### config.mk
export PLATFORM = sky130hd
export DESIGN_NAME = player_motion_controller
export DESIGN_NICKNAME = d
export VERILOG_FILES = /design/src/rtl/player_motion_controller.sv
export SDC_FILE = /design/constraint.sdc
export NUM_CORES = 1
export LEC_CHECK = 0
export ABC_AREA = 1
export CORE_MARGIN = 3
export CORE_UTILIZATION = 52
export CTS_CLUSTER_SIZE = 12
export DETAILED_ROUTE_END_ITERATION = 7
export HOLD_SLACK_MARGIN = 0.02
export PLACE_DENSITY = 0.86
export SLEW_MARGIN = 20
export SYNTH_ARGS = -nofsm -noshare
export SYNTH_HDL_FRONTEND = slang
export SYNTH_SLANG_ARGS = --single-unit
### constraint.sdc
create_clock -name frame_clk -period 3.1 [get_ports frame_clk]
set_input_delay 0.31 -clock frame_clk [delete_from_list [all_inputs] [get_ports frame_clk]]
set_output_delay 0.31 -clock frame_clk [all_outputs]
set_load 0.02 [all_outputs]
### src/rtl/player_motion_controller.sv
// Per-frame player motion: horizontal walk with clamping plus a three-state
// jump/fall FSM. Every output is taken from registers that update once per frame.
module player_motion_controller #(
  parameter logic [9:0] X_MIN    = 10'd0,
  parameter logic [9:0] X_MAX    = 10'd600,
  parameter logic [9:0] X_START  = 10'd100,
  parameter logic [9:0] Y_GROUND = 10'd400,
  parameter logic [9:0] STEP_X   = 10'd2,
  parameter logic [5:0] JUMP_V0  = 6'd12,
  parameter logic [5:0] GRAVITY  = 6'd1,
  parameter logic [5:0] VMAX     = 6'd12
) (
  input  logic       frame_clk,
  input  logic       Reset,
  input  logic [7:0] keycode,
  output logic       direction,
  output logic       jumping,
  output logic [9:0] player_x,
  output logic [9:0] player_y
);

  localparam logic [7:0] KEY_RIGHT = 8'd7;
  localparam logic [7:0] KEY_LEFT  = 8'd4;
  localparam logic [7:0] KEY_JUMP  = 8'd26;

  typedef enum logic [1:0] {
    GROUND = 2'd0,
    RISE   = 2'd1,
    FALL   = 2'd2
  } state_t;

  state_t      state, state_next;
  logic [5:0]  vy, vy_next;
  logic [9:0]  y_next;
  logic [9:0]  x_next;
  logic        dir_next;
  logic        prev_jump;
  logic        jump_key;
  logic        jump_edge;

  logic [6:0]  v_sum;
  logic [5:0]  vn;
  logic [10:0] y_sum;
  logic [10:0] x_plus;
  logic [10:0] x_floor;

  assign jump_key  = (keycode == KEY_JUMP);
  assign jump_edge = jump_key && !prev_jump;
  assign jumping   = (state != GROUND);

  always_ff @(posedge frame_clk) begin
    if (Reset) begin
      state     <= GROUND;
      vy        <= '0;
      player_y  <= Y_GROUND;
      player_x  <= X_START;
      direction <= 1'b1;
      prev_jump <= 1'b0;
    end else begin
      state     <= state_next;
      vy        <= vy_next;
      player_y  <= y_next;
      player_x  <= x_next;
      direction <= dir_next;
      prev_jump <= jump_key;
    end
  end

  // Falling speed candidate, saturated at terminal velocity.
  always_comb begin
    v_sum = {1'b0, vy} + {1'b0, GRAVITY};
    vn    = (v_sum > {1'b0, VMAX}) ? VMAX : v_sum[5:0];
    y_sum = {1'b0, player_y} + {5'b0, vn};
  end

  always_comb begin
    state_next = state;
    vy_next    = vy;
    y_next     = player_y;
    unique case (state)
      GROUND: begin
        vy_next = '0;
        if (jump_edge) begin
          state_next = RISE;
          vy_next    = JUMP_V0;
        end
      end
      RISE: begin
        if ({4'b0, vy} > player_y) begin
          y_next     = '0;
          vy_next    = '0;
          state_next = FALL;
        end else begin
          y_next = player_y - {4'b0, vy};
          if (vy <= GRAVITY) begin
            vy_next    = '0;
            state_next = FALL;
          end else begin
            vy_next = vy - GRAVITY;
          end
        end
      end
      FALL: begin
        if (y_sum >= {1'b0, Y_GROUND}) begin
          y_next     = Y_GROUND;
          vy_next    = '0;
          state_next = GROUND;
        end else begin
          y_next  = y_sum[9:0];
          vy_next = vn;
        end
      end
      default: begin
        state_next = GROUND;
        vy_next    = '0;
        y_next     = Y_GROUND;
      end
    endcase
  end

  // Widened sums keep the clamp compares free of wraparound at either edge.
  always_comb begin
    x_plus   = {1'b0, player_x} + {1'b0, STEP_X};
    x_floor  = {1'b0, X_MIN} + {1'b0, STEP_X};
    x_next   = player_x;
    dir_next = direction;
    if (keycode == KEY_RIGHT) begin
      x_next   = (x_plus > {1'b0, X_MAX}) ? X_MAX : x_plus[9:0];
      dir_next = 1'b1;
    end else if (keycode == KEY_LEFT) begin
      x_next   = ({1'b0, player_x} < x_floor) ? X_MIN : (player_x - STEP_X);
      dir_next = 1'b0;
    end
  end

endmodule
==> summary.md <==
| Metric | Value |
|---|---|
| Worst slew margin | `0.505` |
| CP Cell Sequence | `ha_4 > nand2_2 > nor2_2 > buf_4 > o21ai_2 > nand2_2 > nor2_2 > nor2_2 > nor2_1 > ha_2 > fa_2 > nand2_2 > nand2_4 > nand3_2 > nand2_1 > nand2_1 > nand2_2 > nor2_4 > a21oi_4 > buf_12 > nand3_2 > nand2_2 > nand2_2 > a21oi_2` |
| Num CTS Buffers | `5` |
| Chip Height | `between 70 and 80 um` |
| EDFF count, synth | `0` |
| Mean post-synth cell area | `about 6.4 sq um` |
| Largest net degree at the start of global routing | `17` |
| Final period util | `0.982` |
| First-pass detailed-route iteration total | `5` |
| # DRC | `0` |
| Final Wtd Congestion | `between 0.9 and 1` |
| Sequential Power Share | `0.268` |
| N_diodes | `0` |
| Lkg Pwr | `approximately 1.6 nW` |
| RSZ-0062 raised after global routing | `yes` |
| Synth Area in XOR/XNOR | `0.0697` |
| Number of max-cap violations | `0` |
| Worst-path maximum fanout | `8` |
| Largest stage delay, worst path | `0.36 ns` |
| Total Wirelength | `approximately 7200 um` |
| First-pass GRT wire length | `around 12000 um` |
| Sequential area share after synthesis | `0.210` |
| CP Data Required Time | `roughly 3.3 ns` |
| Setup crit end kind | `flip-flop` |
| Async S/R FF share, synth | `0` |
| Vias | `between 2000 and 3000` |
| Initial DRC Count | `around 190` |
| Psw | `0.751 mW` |
| CP dominant cell by count | `nand2_2` |
| Tmin final | `slightly above 3 ns` |
| Share of cells above drive strength 1 | `0.159` |
| Int Pwr | `0.926 mW` |
| Clk root buf | `clkbuf_8` |
| Vias/cell | `5.42` |
| Synth Warn # | `0` |
| Critical path class | `flip-flop to flip-flop` |
| Antenna-violating nets left | `0` |
| Pwr Density | `around 490 mW/mm^2` |
| Vias in the first global route | `2735` |
| Mapped cell area | `around 0.0028 sq mm` |
| Worst skew pair latency | `between 0.2 and 0.3 ns` |
| Area of the multi-input gates | `a little over 0.002 sq mm` |
| Clk sinks | `29` |
| Final Skew | `just over 0.007 ns` |
| GRT Util Overall | `0.241` |
| GR Overflow Total | `0` |
| Input/output buffers | `30` |
| Final setup viols | `0` |
| Fmax | `329 MHz` |
| Final Slew Violations | `0` |
| Yosys reg bits | `29` |
| Initial Util | `0.563` |
| Post-Synthesis Cells | `approximately 440` |
| Layout area overhead | `24.5%` |
| Placed inst area | `approximately 0.0032 sq mm` |
| Switching fraction of total power | `0.448` |
| Top_reg_cell synth | `dfxtp_1` |
| Worst-path clk slew | `approximately 0.07 ns` |
| Complex-gate fraction of the synthesized area | `0.144` |
| Combinational family with the most area after synthesis | `simple AND/OR/NAND/NOR gates` |
| Worst setup SP type | `flip-flop` |
| Cells after DPL | `approximately 530` |
| Die area | `a little over 0.006 sq mm` |
| Register area | `approximately 600 sq um` |
| Dpl hpwl | `5390 um` |
| Clk pwr share | `0.180` |
| IO Pins | `32` |
| Post-synthesis simple-gate area fraction | `0.355` |
| Post-Synth Adder-Cell Area | `0.110` |
| # H-tree levels | `2` |
| Wire per inst | `between 10 and 15 um` |
| Worst Tran Pin Value | `between 0.7 and 0.8 ns` |
| Finished Layout Cells | `approximately 550` |
| Fin. Hold Viols | `0` |
| # rows | `25` |
| Fin area | `0.00344 sq mm` |
| Comb power frac | `0.552` |
| Antenna violations before repair | `0` |
| Multiplexer share of the synthesized area | `0` |
| Hold buffer count at cts | `0` |
| FF-to-FF setup slack | `0.06 ns` |
| Hold Crit Class | `flip-flop to flip-flop` |
| Netlist cell types | `41` |
| Fill cells | `around 410` |
| Status | `finished, final reports clean` |
| Critical Path Slowest Stage Cell | `dfxtp_4` |
| Die X-Extent | `around 79 um` |
| Crit path DAT | `3.25 ns` |
| CTS tree | `yes` |
| Total power | `1.68 mW` |
| Peak VDD IR | `0.297 mV` |
| Clk buf depth | `2` |
| Core ar. | `0.00491 sq mm` |
| Layout Nets | `510` |
| TNS Setup | `0 ns` |
==> flip-flops by register name (all words and copies together) (netlist names) <==
register and count:
player_y 10, state 2, vy 6, player_x 9, direction 1, prev_jump 1
==> final timing paths <==
path,from,endpoint,cells after the start
worst max-delay path,vy[1]$_SDFF_PP0_,player_y[5]$_SDFFE_PP0N_,24
worst min-delay path,direction$_SDFFE_PP1P_,direction$_SDFFE_PP1P_,2
worst max register to register,vy[1]$_SDFF_PP0_,player_y[5]$_SDFFE_PP0N_,24
worst min register to register,direction$_SDFFE_PP1P_,direction$_SDFFE_PP1P_,2
==> area by class of cell <==
type / count / share of cell area
flip-flops and latches: 29 / 0.171
clock buffers: 6 / 0.0211
multi-input cells: 333 / 0.587
well taps: 67 / 0.0244
repair buffers: 45 / 0.125
inverters: 63 / 0.0688
clock inverters: 2 / 0.00291
==> Yosys cell counts, types with 2 or more instances <==
| cell type | count | area share |
|---|---|---|
| nor3_2 | 2 | 0.0072 |
| o21ai_0 | 22 | 0.040 |
| a21oi_1 | 20 | 0.036 |
| clkbuf_2 | 2 | 0.0036 |
| nand3_2 | 7 | 0.025 |
| nor3_1 | 7 | 0.013 |
| xnor2_1 | 2 | 0.0063 |
| dfxtp_1 | 29 | 0.21 |
| inv_1 | 61 | 0.083 |
| nand2_1 | 107 | 0.15 |
| a31oi_1 | 5 | 0.011 |
| buf_4 | 2 | 0.0054 |
| ha_1 | 21 | 0.095 |
| o21ai_1 | 5 | 0.0091 |
| nand2_2 | 2 | 0.0045 |
| a21oi_2 | 6 | 0.019 |
| nor4_1 | 2 | 0.0045 |
| buf_2 | 4 | 0.0072 |
| or2_2 | 2 | 0.0045 |
| nor2_1 | 49 | 0.067 |
| fa_1 | 2 | 0.014 |
| nand4_1 | 7 | 0.016 |
| xor2_1 | 20 | 0.063 |
| nor2_2 | 2 | 0.0045 |
| nand3_1 | 29 | 0.053 |
| clkbuf_1 | 3 | 0.0041 |
==> cells in the final DEF (no fill, tap or decap), types with 6 or more instances in the layout <==
cell type and instances:
nor2_1 45, nand2_1 96, buf_4 13, a21oi_1 20
xor2_1 19, clkdlybuf4s50_1 30, nand2_2 11, nand4_1 7
a21oi_2 6, nand3_1 26, ha_1 17, nand3_2 9
dfxtp_1 27, o21ai_0 21, nor3_1 7, inv_1 60
==> logic make-up after synthesis <==
kind of cell | Yosys count
adders and majority gates | 23
buffers and inverters | 75
xor gates and xnor gates | 22
and+or+nand+nor | 218
other | 1
AOI/OAI and AO/OA | 67
DFF | 29
==> critical path: cells and delay by family, from the launching register on <==
family | cells | cell delay (ns)
adders and majority gates | 3 | 0.59
AOI/OAI and AO/OA | 3 | 0.49
DFF | 1 | 0.36
and+or+nand+nor | 16 | 1.25
buffers and inverters | 2 | 0.28
==> repair_timing <==
action	4_1_cts	5_1_grt
pin swaps	3	19
setup endpoints to repair	12	15
buffers inserted	1	4
gates cloned	0	0
gates resized for setup	6	32
==> power groups by stage <==
stage	combinational, mW	clock (mW)	sequential [mW]
2_1_floorplan	0.559	0	0.466
3_3_place_gp	0.798	0	0.454
3_5_place_dp	0.818	0	0.455
4_1_cts	0.852	0.306	0.446
5_1_grt	1.02	0.327	0.454
6_report	0.926	0.303	0.449
==> routing by layer <==
| layer | GRT usage | part of all wire | vias to the layer above |
|---|---|---|---|
| met2 | 0.396 | 0.47 | 128 |
| met3 | 0.0442 | 0.071 | 10 |
| met4 | 0.0876 | 0.012 | 0 |
| met5 | 0 | 0 | - |
| met1 | 0.314 | 0.45 | 1331 |
| li1 | - | - | 1484 |
==> stage by stage <==
step	setup slack (ns)	utilization	hold WS [ns]
floorplan	0.171	-	0.487
detailed placement	-0.0927	0.646	0.475
CTS	0.00186	0.670	0.482
finish	0.0561	0.700	0.477
global placement	0.125	0.646	0.471
global route	-0.148	0.700	0.522
Power figures use the tool's default switching activity.
